$ cat config.mk
export PLATFORM = sky130hd
export DESIGN_NAME = draw_arbiter
export DESIGN_NICKNAME = d
export VERILOG_FILES = /design/src/rtl/draw_pkg.sv /design/src/rtl/draw_arbiter_rr_pick.sv /design/src/rtl/draw_arbiter.sv
export SDC_FILE = /design/constraint.sdc
export NUM_CORES = 1
export LEC_CHECK = 0
export CORE_MARGIN = 2
export CORE_UTILIZATION = 55
export CTS_CLUSTER_DIAMETER = 30
export CTS_CLUSTER_SIZE = 28
export DETAILED_ROUTE_END_ITERATION = 16
export DONT_BUFFER_PORTS = 1
export PLACE_DENSITY = 0.69
export SYNTH_ARGS = -nofsm -noshare
export SYNTH_HDL_FRONTEND = slang
export SYNTH_SLANG_ARGS = --single-unit
$ cat constraint.sdc
create_clock -name Clock -period 8.23 [get_ports Clock]
set_clock_uncertainty 0.2 [all_clocks]
set_input_delay 0.823 -clock Clock [delete_from_list [all_inputs] [get_ports Clock]]
set_output_delay 0.823 -clock Clock [all_outputs]
set_load 0.005 [all_outputs]
$ cat src/rtl/draw_pkg.sv
// Shared draw-path definitions: requester slots, screen size and arbiter state encoding.
package draw_pkg;

  localparam int REQ_CLEAR = 0;
  localparam int REQ_DINO  = 1;
  localparam int REQ_OBS   = 2;
  localparam int REQ_SCORE = 3;

  localparam int SCREEN_W = 160;
  localparam int SCREEN_H = 120;

  typedef enum logic [1:0] {
    IDLE  = 2'd0,
    GRANT = 2'd1,
    GAP   = 2'd2
  } arb_state_t;

endpackage

$ cat src/rtl/draw_arbiter_rr_pick.sv
// Combinational round-robin picker: first active request at or after ptr, wrapping to 0.
module rr_pick #(
  parameter int N     = 4,
  parameter int PTR_W = 2
) (
  input  logic [N-1:0]     req,
  input  logic [PTR_W-1:0] ptr,
  output logic [N-1:0]     winner,
  output logic             valid
);

  localparam int SW = PTR_W + 1;

  logic [SW-1:0]    sum;
  logic [PTR_W-1:0] idx;

  always_comb begin
    // NOTE: every output and temporary gets a default before the search, so no latch is inferred.
    winner = '0;
    valid  = 1'b0;
    sum    = '0;
    idx    = '0;
    for (int k = 0; k < N; k++) begin
      sum = {1'b0, ptr} + SW'(k);
      if (sum >= SW'(N)) sum = sum - SW'(N);
      idx = sum[PTR_W-1:0];
      if (!valid && req[idx]) begin
        winner[idx] = 1'b1;
        valid       = 1'b1;
      end
    end
  end

endmodule

$ cat src/rtl/draw_arbiter.sv
// Burst round-robin arbiter sharing the VGA framebuffer write port between drawing engines.
// Optional forced release after MAX_BURST pixels when BURST_LIMIT_EN is defined.
module draw_arbiter
  import draw_pkg::*;
#(
  parameter int NUM_REQ   = 4,
  parameter int X_W       = 8,
  parameter int Y_W       = 7,
  parameter int COLOR_W   = 3,
  parameter int MAX_BURST = 64
) (
  input  logic                         Clock,
  input  logic                         reset,
  input  logic [NUM_REQ-1:0]           req,
  input  logic [NUM_REQ-1:0]           pix_valid,
  input  logic [NUM_REQ-1:0]           last,
  input  logic [NUM_REQ*X_W-1:0]       x_in,
  input  logic [NUM_REQ*Y_W-1:0]       y_in,
  input  logic [NUM_REQ*COLOR_W-1:0]   colour_in,
  output logic [NUM_REQ-1:0]           gnt,
  output logic                         plot,
  output logic [X_W-1:0]               x,
  output logic [Y_W-1:0]               y,
  output logic [COLOR_W-1:0]           colour,
  output logic                         busy
);

  localparam int PTR_W = (NUM_REQ > 1) ? $clog2(NUM_REQ) : 1;

  if (MAX_BURST < 1) begin : g_bad_max_burst
    $error("MAX_BURST must be at least 1");
  end

  arb_state_t         state, state_nxt;
  logic [PTR_W-1:0]   ptr, ptr_nxt, owner, owner_nxt, win_idx;
  logic [NUM_REQ-1:0] gnt_nxt, win;
  logic               win_valid, own_pix, burst_end, limit_hit;

  rr_pick #(.N(NUM_REQ), .PTR_W(PTR_W)) u_pick (
    .req    (req),
    .ptr    (ptr),
    .winner (win),
    .valid  (win_valid)
  );

  always_comb begin
    win_idx = '0;
    for (int i = 0; i < NUM_REQ; i++) begin
      if (win[i]) win_idx = PTR_W'(i);
    end
  end

  // Only the current owner's strobes matter; everyone else's are ignored.
  assign own_pix = (state == GRANT) && pix_valid[owner];

`ifdef BURST_LIMIT_EN
  localparam int CNT_W = $clog2(MAX_BURST + 1);

  logic [CNT_W-1:0] burst_cnt;

  assign limit_hit = own_pix && (burst_cnt == CNT_W'(MAX_BURST - 1));

  always_ff @(posedge Clock) begin
    if (reset) begin
      burst_cnt <= '0;
    end else if (state == IDLE && win_valid) begin
      burst_cnt <= '0;
    end else if (own_pix && burst_cnt != CNT_W'(MAX_BURST)) begin
      burst_cnt <= burst_cnt + CNT_W'(1);
    end
  end
`else
  assign limit_hit = 1'b0;
`endif

  always_comb begin
    state_nxt = state;
    gnt_nxt   = gnt;
    ptr_nxt   = ptr;
    owner_nxt = owner;
    burst_end = 1'b0;
    case (state)
      IDLE: begin
        if (win_valid) begin
          gnt_nxt   = win;
          owner_nxt = win_idx;
          state_nxt = GRANT;
        end
      end
      GRANT: begin
        burst_end = (own_pix && last[owner]) || !req[owner] || limit_hit;
        if (burst_end) begin
          gnt_nxt   = '0;
          ptr_nxt   = (owner == PTR_W'(NUM_REQ - 1)) ? '0 : owner + PTR_W'(1);
          state_nxt = GAP;
        end
      end
      GAP: begin
        state_nxt = IDLE;
      end
      default: begin
        gnt_nxt   = '0;
        state_nxt = IDLE;
      end
    endcase
  end

  always_ff @(posedge Clock) begin
    // NOTE: pixel registers are reset as well so the framebuffer port is fully defined out of reset.
    if (reset) begin
      state  <= IDLE;
      gnt    <= '0;
      ptr    <= '0;
      owner  <= '0;
      plot   <= 1'b0;
      x      <= '0;
      y      <= '0;
      colour <= '0;
    end else begin
      // NOTE: non-blocking updates so every register here samples pre-edge values.
      state <= state_nxt;
      gnt   <= gnt_nxt;
      ptr   <= ptr_nxt;
      owner <= owner_nxt;
      plot  <= own_pix;
      if (own_pix) begin
        x      <= x_in[int'(owner)*X_W +: X_W];
        y      <= y_in[int'(owner)*Y_W +: Y_W];
        colour <= colour_in[int'(owner)*COLOR_W +: COLOR_W];
      end
    end
  end

  assign busy = (state != IDLE);

endmodule

* After elaboration in Yosys (flattened, before gate mapping)
Cells that the tools add are included.
Word-level totals: word-level logic and storage cells 107, output and inout port bits 24, register bits after elaboration 29, bits of input ports 86
Operators by class: bitwise logic cells 4, multiply operators 2, multiplexer cells 44, order comparisons 13, reduce and logical (&&, ||, !) cells 20, $add $sub $neg 8, eq/ne operators 5, shifts and indexed selects 3
Operators by type and width (count):
- 32-bit by 6-bit indexed part select with 8-bit output | 1
- 28-bit by 6-bit indexed part select with 7-bit output | 1
- 4-bit two-way mux | 6
- 2-bit two-way mux | 9
- 1-bit two-way mux | 16
- 2-bit by 3-bit < comparator with 1-bit output (second input constant) | 5
- 1-bit binary-select mux with 2-bit select | 7
- 4-bit bitwise OR | 3
- 4-bit one-hot mux with 3 select lines | 1
- 12-bit by 5-bit indexed part select with 3-bit output | 1
- 3-bit greater-or-equal comparator (second input constant) | 3
- 1-bit logical AND | 9
- 1-bit demux with 2-bit select | 4
- 2-bit by 1-bit greater-or-equal comparator with 1-bit output (second input constant) | 4
- 2-bit by 1-bit subtractor with 2-bit output (second input constant) | 4
- 2-bit by 2-bit adder with 3-bit output (second input constant) | 2
- 2-bit AND reduction | 3
- 2-bit by 3-bit multiplier with 5-bit output (second input constant) | 1
- 2-bit equality test (second input constant) | 2
- 1-bit zero test | 4
- 2-bit by 2-bit multiplier with 4-bit output (second input constant) | 1
- 2-bit by 1-bit inequality test with 1-bit output (second input constant) | 2
- 2-bit one-hot mux with 2 select lines | 1
- 2-bit by 1-bit adder with 3-bit output (second input constant) | 1
- other kinds (8) | 8

* Logic depth before layout (Yosys ltp)
Gate-level depths: netlist (run 1).
depth in word-level cells 17, gate-level depth with buffers 8, gate-level depth less buffers 7

* Hierarchy
A second synthesis (run 1) with hierarchy kept.
Unflattened totals: cell total of the unflattened synthesis 218, area total of the unflattened synthesis 2097.0 µm²
By module, submodules not included:
- draw_arbiter | cells an instance 156, times used 1, area an instance 1589.0 µm², seq. area each 580.6 µm²
- rr_pick | cells an instance 62, times used 1, area an instance 508.0 µm², seq. area each 0.0 µm²

* Worst setup path before layout (run 1)
Ideal clock, no wire load.
path kind reg-to-reg, from register ptr[0], to register owner[0], slack 5.616 ns, data required time 7.939 ns, arrival 2.323 ns, stages on the path, launching flop included 9, path buffers 1, period minus slack after synthesis 2.614 ns, cells stage by stage dfxtp_1 buf_6 inv_1 ha_1 mux4_1 and3b_2 a221oi_2 o211ai_1 a311oi_1
On the way: longest elaborated chain between the ends 17, elaborated cells between the ends (all ways) 64, those cells by class 7 x add/sub; 12 x order compare; 31 x mux; 3 x bitwise; 11 x reduce/logical
RTL lines:
- start: declaration | line draw_arbiter.sv:35 | logic [PTR_W-1:0] ptr, ptr_nxt, owner, owner_nxt, win_idx;
- start signal: assignment | line draw_arbiter.sv:123 | ptr <= ptr_nxt;
- parallel branches: the longest is 17 deep, another holds 2-bit by 1-bit adder with 3-bit output
- end signal: assignment | line draw_arbiter.sv:124 | owner <= owner_nxt;
- end: declaration | line draw_arbiter.sv:35
Several ways; the timed one is not identified. The select of a mux whose other input is x is not followed. A chain may end at the register's enable or synchronous reset.

* Worst setup path in the final report (run 1)
Ends and elaborated chain as after synthesis.

==> results of run 1 <==
==> critical path, cell delays in order (launching register included) <==
cell and delay (ps):
dfxtp_1 540, inv_1 160, ha_1 390, mux4_1 700
and3b_2 260, a221oi_2 210, o211ai_1 140, a311oi_1 270
==> final timing paths <==
kind,start,endpoint,slack (ps),cells past startpoint
max,ptr[0]$_SDFFE_PP0P_,owner[0]$_SDFFE_PP0P_,5270,7
min,x[3]$_SDFFE_PP0P_,x[3]$_SDFFE_PP0P_,270,2
max reg2reg,ptr[0]$_SDFFE_PP0P_,owner[0]$_SDFFE_PP0P_,5270,7
min reg2reg,x[3]$_SDFFE_PP0P_,x[3]$_SDFFE_PP0P_,270,2
==> where the power goes <==
group          internal (mW)  switching (mW)
clock network         0.0494          0.0522
logic                  0.106          0.0928
registers              0.164          0.0328
total                  0.320           0.178
==> layout make-up <==
type / count / area (sq um) / share of cell area
clock inverter: 1 / 5.00 / 0.00254
sequential: 29 / 581 / 0.295
timing repair buffer: 1 / 7.51 / 0.00381
multi-input combinational: 140 / 1230 / 0.623
inverter: 7 / 26.3 / 0.0133
tap: 46 / 57.6 / 0.0292
clock buffer: 7 / 65.1 / 0.0330
==> registers in the layout, indices dropped and copies added (netlist names) <==
name	cells
colour	3
x	8
ptr	2
gnt	4
state	2
owner	2
y	7
plot	1
==> cell usage in the layout, fill, tap and decap left out, types with 3 or more instances in the layout <==
cell type,instances
a21oi_1,20
o21ai_0,3
mux4_2,22
dfxtp_1,29
nor2_1,9
clkbuf_4,5
inv_1,7
ha_1,7
o22ai_1,4
nand2_1,42
nor2b_1,3
==> routing by layer <==
metal  vias to the layer above  part of all wire
met2                        63              0.52
met4                         0             0.019
met1                       740              0.38
met3                        10             0.082
met5                         -                 0
li1                        694                 -
==> metrics by stage <==
step,utilization,instances,setup WS (ps),hold slack (ps),power (mW)
after global placement,0.570,223,5480,257,0.388
final,0.591,231,5270,273,0.497
after global routing,0.591,231,5130,294,0.531
after detailed placement,0.570,223,5320,263,0.398
after CTS,0.591,231,5300,277,0.500
after floorplan,-,188,5620,245,0.372
==> kinds of logic after synthesis <==
group           count (synthesis)
flops                          29
buf+inv                        19
compound gates                 39
fa+ha+maj                       7
mux                            26
simple gates                   68
==> impl_metrics.toml, run 1 <==
[floorplanning]
die_w_um = 62.9
core-area_sq_um = 3340
start_util = 0.572
rows = 21
ios = 110
die_h_um = 62.9
dieArea_sq_um = 3960

[critical_path]
cp.required_ps = 8280
cp_data_arrival_time_ps = 3010
path_class = "flip-flop to flip-flop"
path_max_fanout = 9
startpoint_type = "flip-flop"
end_kind = "flip-flop"

[clock_tree]
clk_latency_ps = 330
cts_tree = "yes"
clockBufferDepth = 2
post_cts_buffers = 0
cts_hold_buf = 0
cts_buffers = 5
cts_root_buffer = "clkbuf_4"
h-tree-depth = 2
cts.sinks = 29
cts.clk_slew.worst_paths_ps = 100
cts_resized = 0

[power]
p_leak_nw = 0.665
pwr_density_cell_nw_per_um2 = 252
ir_worst_vdd_mv = 0.140

[placed_design]
place_hpwl_um = 3550
placed_cell_area_sq_um = 1900
gp_congestion = 0.984
numPortBuffers = 0

[timing]
slew_violations = 0
rsz0062_at_grt = "no"
tns_ps = 0
post-route-period-util = 0.360
setup_violations = 0
finalHoldViolCount = 0
period_minus_slack_ps = 2960
max_freq_ghz = 0.338
slew_headroom = 0.327
worst_pin_slew_ps = 1010

[grt]
grt.overflow.total = 0
met3_usage = 0.0991
antenna_found_initial = 0
met1_usage = 0.275
grt_max_degree = 28
grt_usage = 0.245
met2_usage = 0.410
grt_pass1_wl_um = 7530
busiest_layer = "met2"
grt_pass1_vias = 1531

[synth]
synth_top_family_by_area = "multiplexers"
synth_nets = 281
seq_area_frac_synth = 0.304
syn_avg_cell_area_sq_um = 10.1
synth_cells = 188
yosys.area.top_type = "dfxtp_1"
ys.flop_type = "dfxtp_1"
ys_top_cells_by_area = "dfxtp_1 30%, mux4_2 26%, nand2_1 8.3%"
synth-simple-area-share = 0.169
yosys_warnings = 0
synthesis.area_sq_um = 1910
yosysMostFrequentCell = "nand2_1"
synth_fa_ha_area_frac = 0.0459
synth-compound-area-share = 0.132
synth_xor_xnor_area_share = 0
synth_top_area_frac = 0.304
synth_cell_type_count = 39
muxShareOfSynthArea = 0.298
synthTopCellsByCount = "42 x nand2_1, 29 x dfxtp_1, 22 x mux4_2"
synth_edf_count = 0
ys_async_sr_fraction = 0
ys_seq_elements = 29

[detailed_routing]
drtIter0Drc = 113
drt.antenna.violating_nets = 0
drc = 0
wl_per_cell_um = 20.5
firstDrtPassIters = 4
routed_wirelength_um = 4740
viasPerCell = 6.52
vias = 1507

[final_layout]
diodes = 0
drive_above_1_share = 0.189
finalInstanceArea_sq_um = 1970
final_nets = 277
syn_to_final_growth_pct = 3.28
n_fill_cell = 274

[job]
cap_violations = 0

[outcome]
status = "completed"

[min_path]
hold_path.class = "flip-flop to flip-flop"
Power figures use the tool's default switching activity.
==> run 2: changes to the inputs <==
Clock period 8.23 ns to 2.9 ns, I/O delays scaled along.
==> impl_metrics.toml, run 2 (synthesized netlist as in run 1, its figures left out) <==
[floorplanning]
core-area_sq_um = 3340
die_h_um = 62.9
die_w_um = 62.9
dieArea_sq_um = 3960
rows = 21
ios = 110
start_util = 0.572

[placed_design]
placedCellCount = 225
gp_congestion = 0.950
numPortBuffers = 0
place_hpwl_um = 3680
dp_slack_ps = 146

[clock_tree]
clockBufferDepth = 2
cts.sinks = 29
cts_root_buffer = "clkbuf_4"
cts.clk_slew.worst_paths_ps = 90
cts_buffers = 5
clk_latency_ps = 320
h-tree-depth = 2
post_cts_buffers = 0
cts_tree = "yes"

[job]
cap_violations = 0

[detailed_routing]
route.top_layer_used = "met4"
drtIter0Drc = 137
wl_met2_um = 2450
wl_met1_um = 1700
wl_met3_um = 462
vias = 1534
wl_per_cell_um = 20.3
viasPerCell = 6.58
drc = 0
routed_wirelength_um = 4740
drt.antenna.violating_nets = 0
firstDrtPassIters = 4

[timing]
slew_headroom = 0.378
worst_pin_slew_ps = 930
setup_ws_ps = 216
tns_ps = 0
max_freq_ghz = 0.373
period_minus_slack_ps = 2680
setup_violations = 0
finalHoldViolCount = 0
holdWs_ps = 48.6
post-route-period-util = 0.926
slew_violations = 0
rsz0062_at_grt = "no"

[grt]
antenna_found_initial = 0
grt.overflow.total = 0
grt_pass1_vias = 1542
grt_pass1_wl_um = 7400
grt_usage = 0.242
grt_max_degree = 26

[critical_path]
cp_data_arrival_time_ps = 2720
cp_slowest_stage_delay_ps = 700
end_kind = "flip-flop"
cp_slowest_cell = "mux4_1"
startpoint_type = "flip-flop"
cp_cell_sequence = "inv_1 > ha_1 > mux4_1 > nor3b_4 > a221o_1 > o211ai_1 > a311oi_1"
critPathBufInv = 1
path_class = "flip-flop to flip-flop"
cp_num_cells = 7
path_max_fanout = 8
crit_family = "multiplexers"
r2r_cells = 7
ff2ff_setup_slack_ps = 220
cp.required_ps = 2940

[power]
ir_worst_vdd_mv = 0.343
p_leak_nw = 0.670
pwr_density_cell_nw_per_um2 = 698

[final_layout]
drive_above_1_share = 0.193
final_cells = 233
layout_commonest_cell = "nand2_1"
layout_common_cells = "42 x nand2_1, 28 x dfxtp_1, 22 x mux4_2"
regMostFlops = "x"
final_nets = 280
n_fill_cell = 294
diodes = 0
largest_reg_flops = 8
top_regs = "x: 8 flops, y: 7 flops, gnt: 4 flops"
post-route-util = 0.594
syn_to_final_growth_pct = 3.87

[outcome]
status = "completed"

[min_path]
hold_path.class = "input pin to flip-flop"
min_path_cells = 2
-- run 2: changes by cell type in the layout (fill, tap and decap cells not counted) --
cell           previous run  this run
buf_4                     1         3
clkinv_2                  1         0
clkbuf_8                  2         1
dfxtp_2                   0         1
dfxtp_1                  29        28
dlygate4sd3_1             0         1
clkbuf_1                  0         1
-- run 2: metal layers --
layer,GRT usage,vias to the layer above
met1,0.264,729
met4,0.108,0
met5,0,-
li1,-,694
met3,0.0865,17
met2,0.419,94
-- run 2: power by group --
part	internal, mW	switching [mW]	leakage, nW
Sequential	0.466	0.0794	0.237
Clock	0.114	0.136	0.0314
Combinational	0.307	0.281	0.401
-- run 2: worst register-to-register path, stage by stage (launching register included) --
cell and delay [ps]:
dfxtp_2 420, inv_1 80, ha_1 350, mux4_1 700, nor3b_4 280, a221o_1 220, o211ai_1 90, a311oi_1 260
-- run 2: repair_timing --
item	in CTS	in global routing
hold endpoints to repair	25	0
gates resized for setup	0	1
setup endpoints to repair	0	2
hold buffers	1	0
-- run 2: final timing paths --
kind,start,endpoint
setup / recovery,ptr[1]$_SDFFE_PP0P_,owner[0]$_SDFFE_PP0P_
hold / removal,reset,gnt[3]$_SDFFE_PP0P_
setup reg to reg,ptr[1]$_SDFFE_PP0P_,owner[0]$_SDFFE_PP0P_
hold reg to reg,x[6]$_SDFFE_PP0P_,x[6]$_SDFFE_PP0P_
-- run 2: layout make-up --
class                           instances  area [sq um]  area share
Timing Repair Buffer                    4          32.5      0.0164
Clock buffer                            7          55.1      0.0278
Inverter                                7          26.3      0.0133
Sequential cell                        29           582       0.294
Tap cell                               46          57.6      0.0290
Multi-Input combinational cell        140          1230       0.620
-- run 2: metrics by stage --
stage	power [mW]	instance area [sq um]
global placement	1.11	1920
global route	1.48	1980
floorplan	1.05	1910
finish	1.38	1980
detailed placement	1.14	1920
CTS	1.39	1980
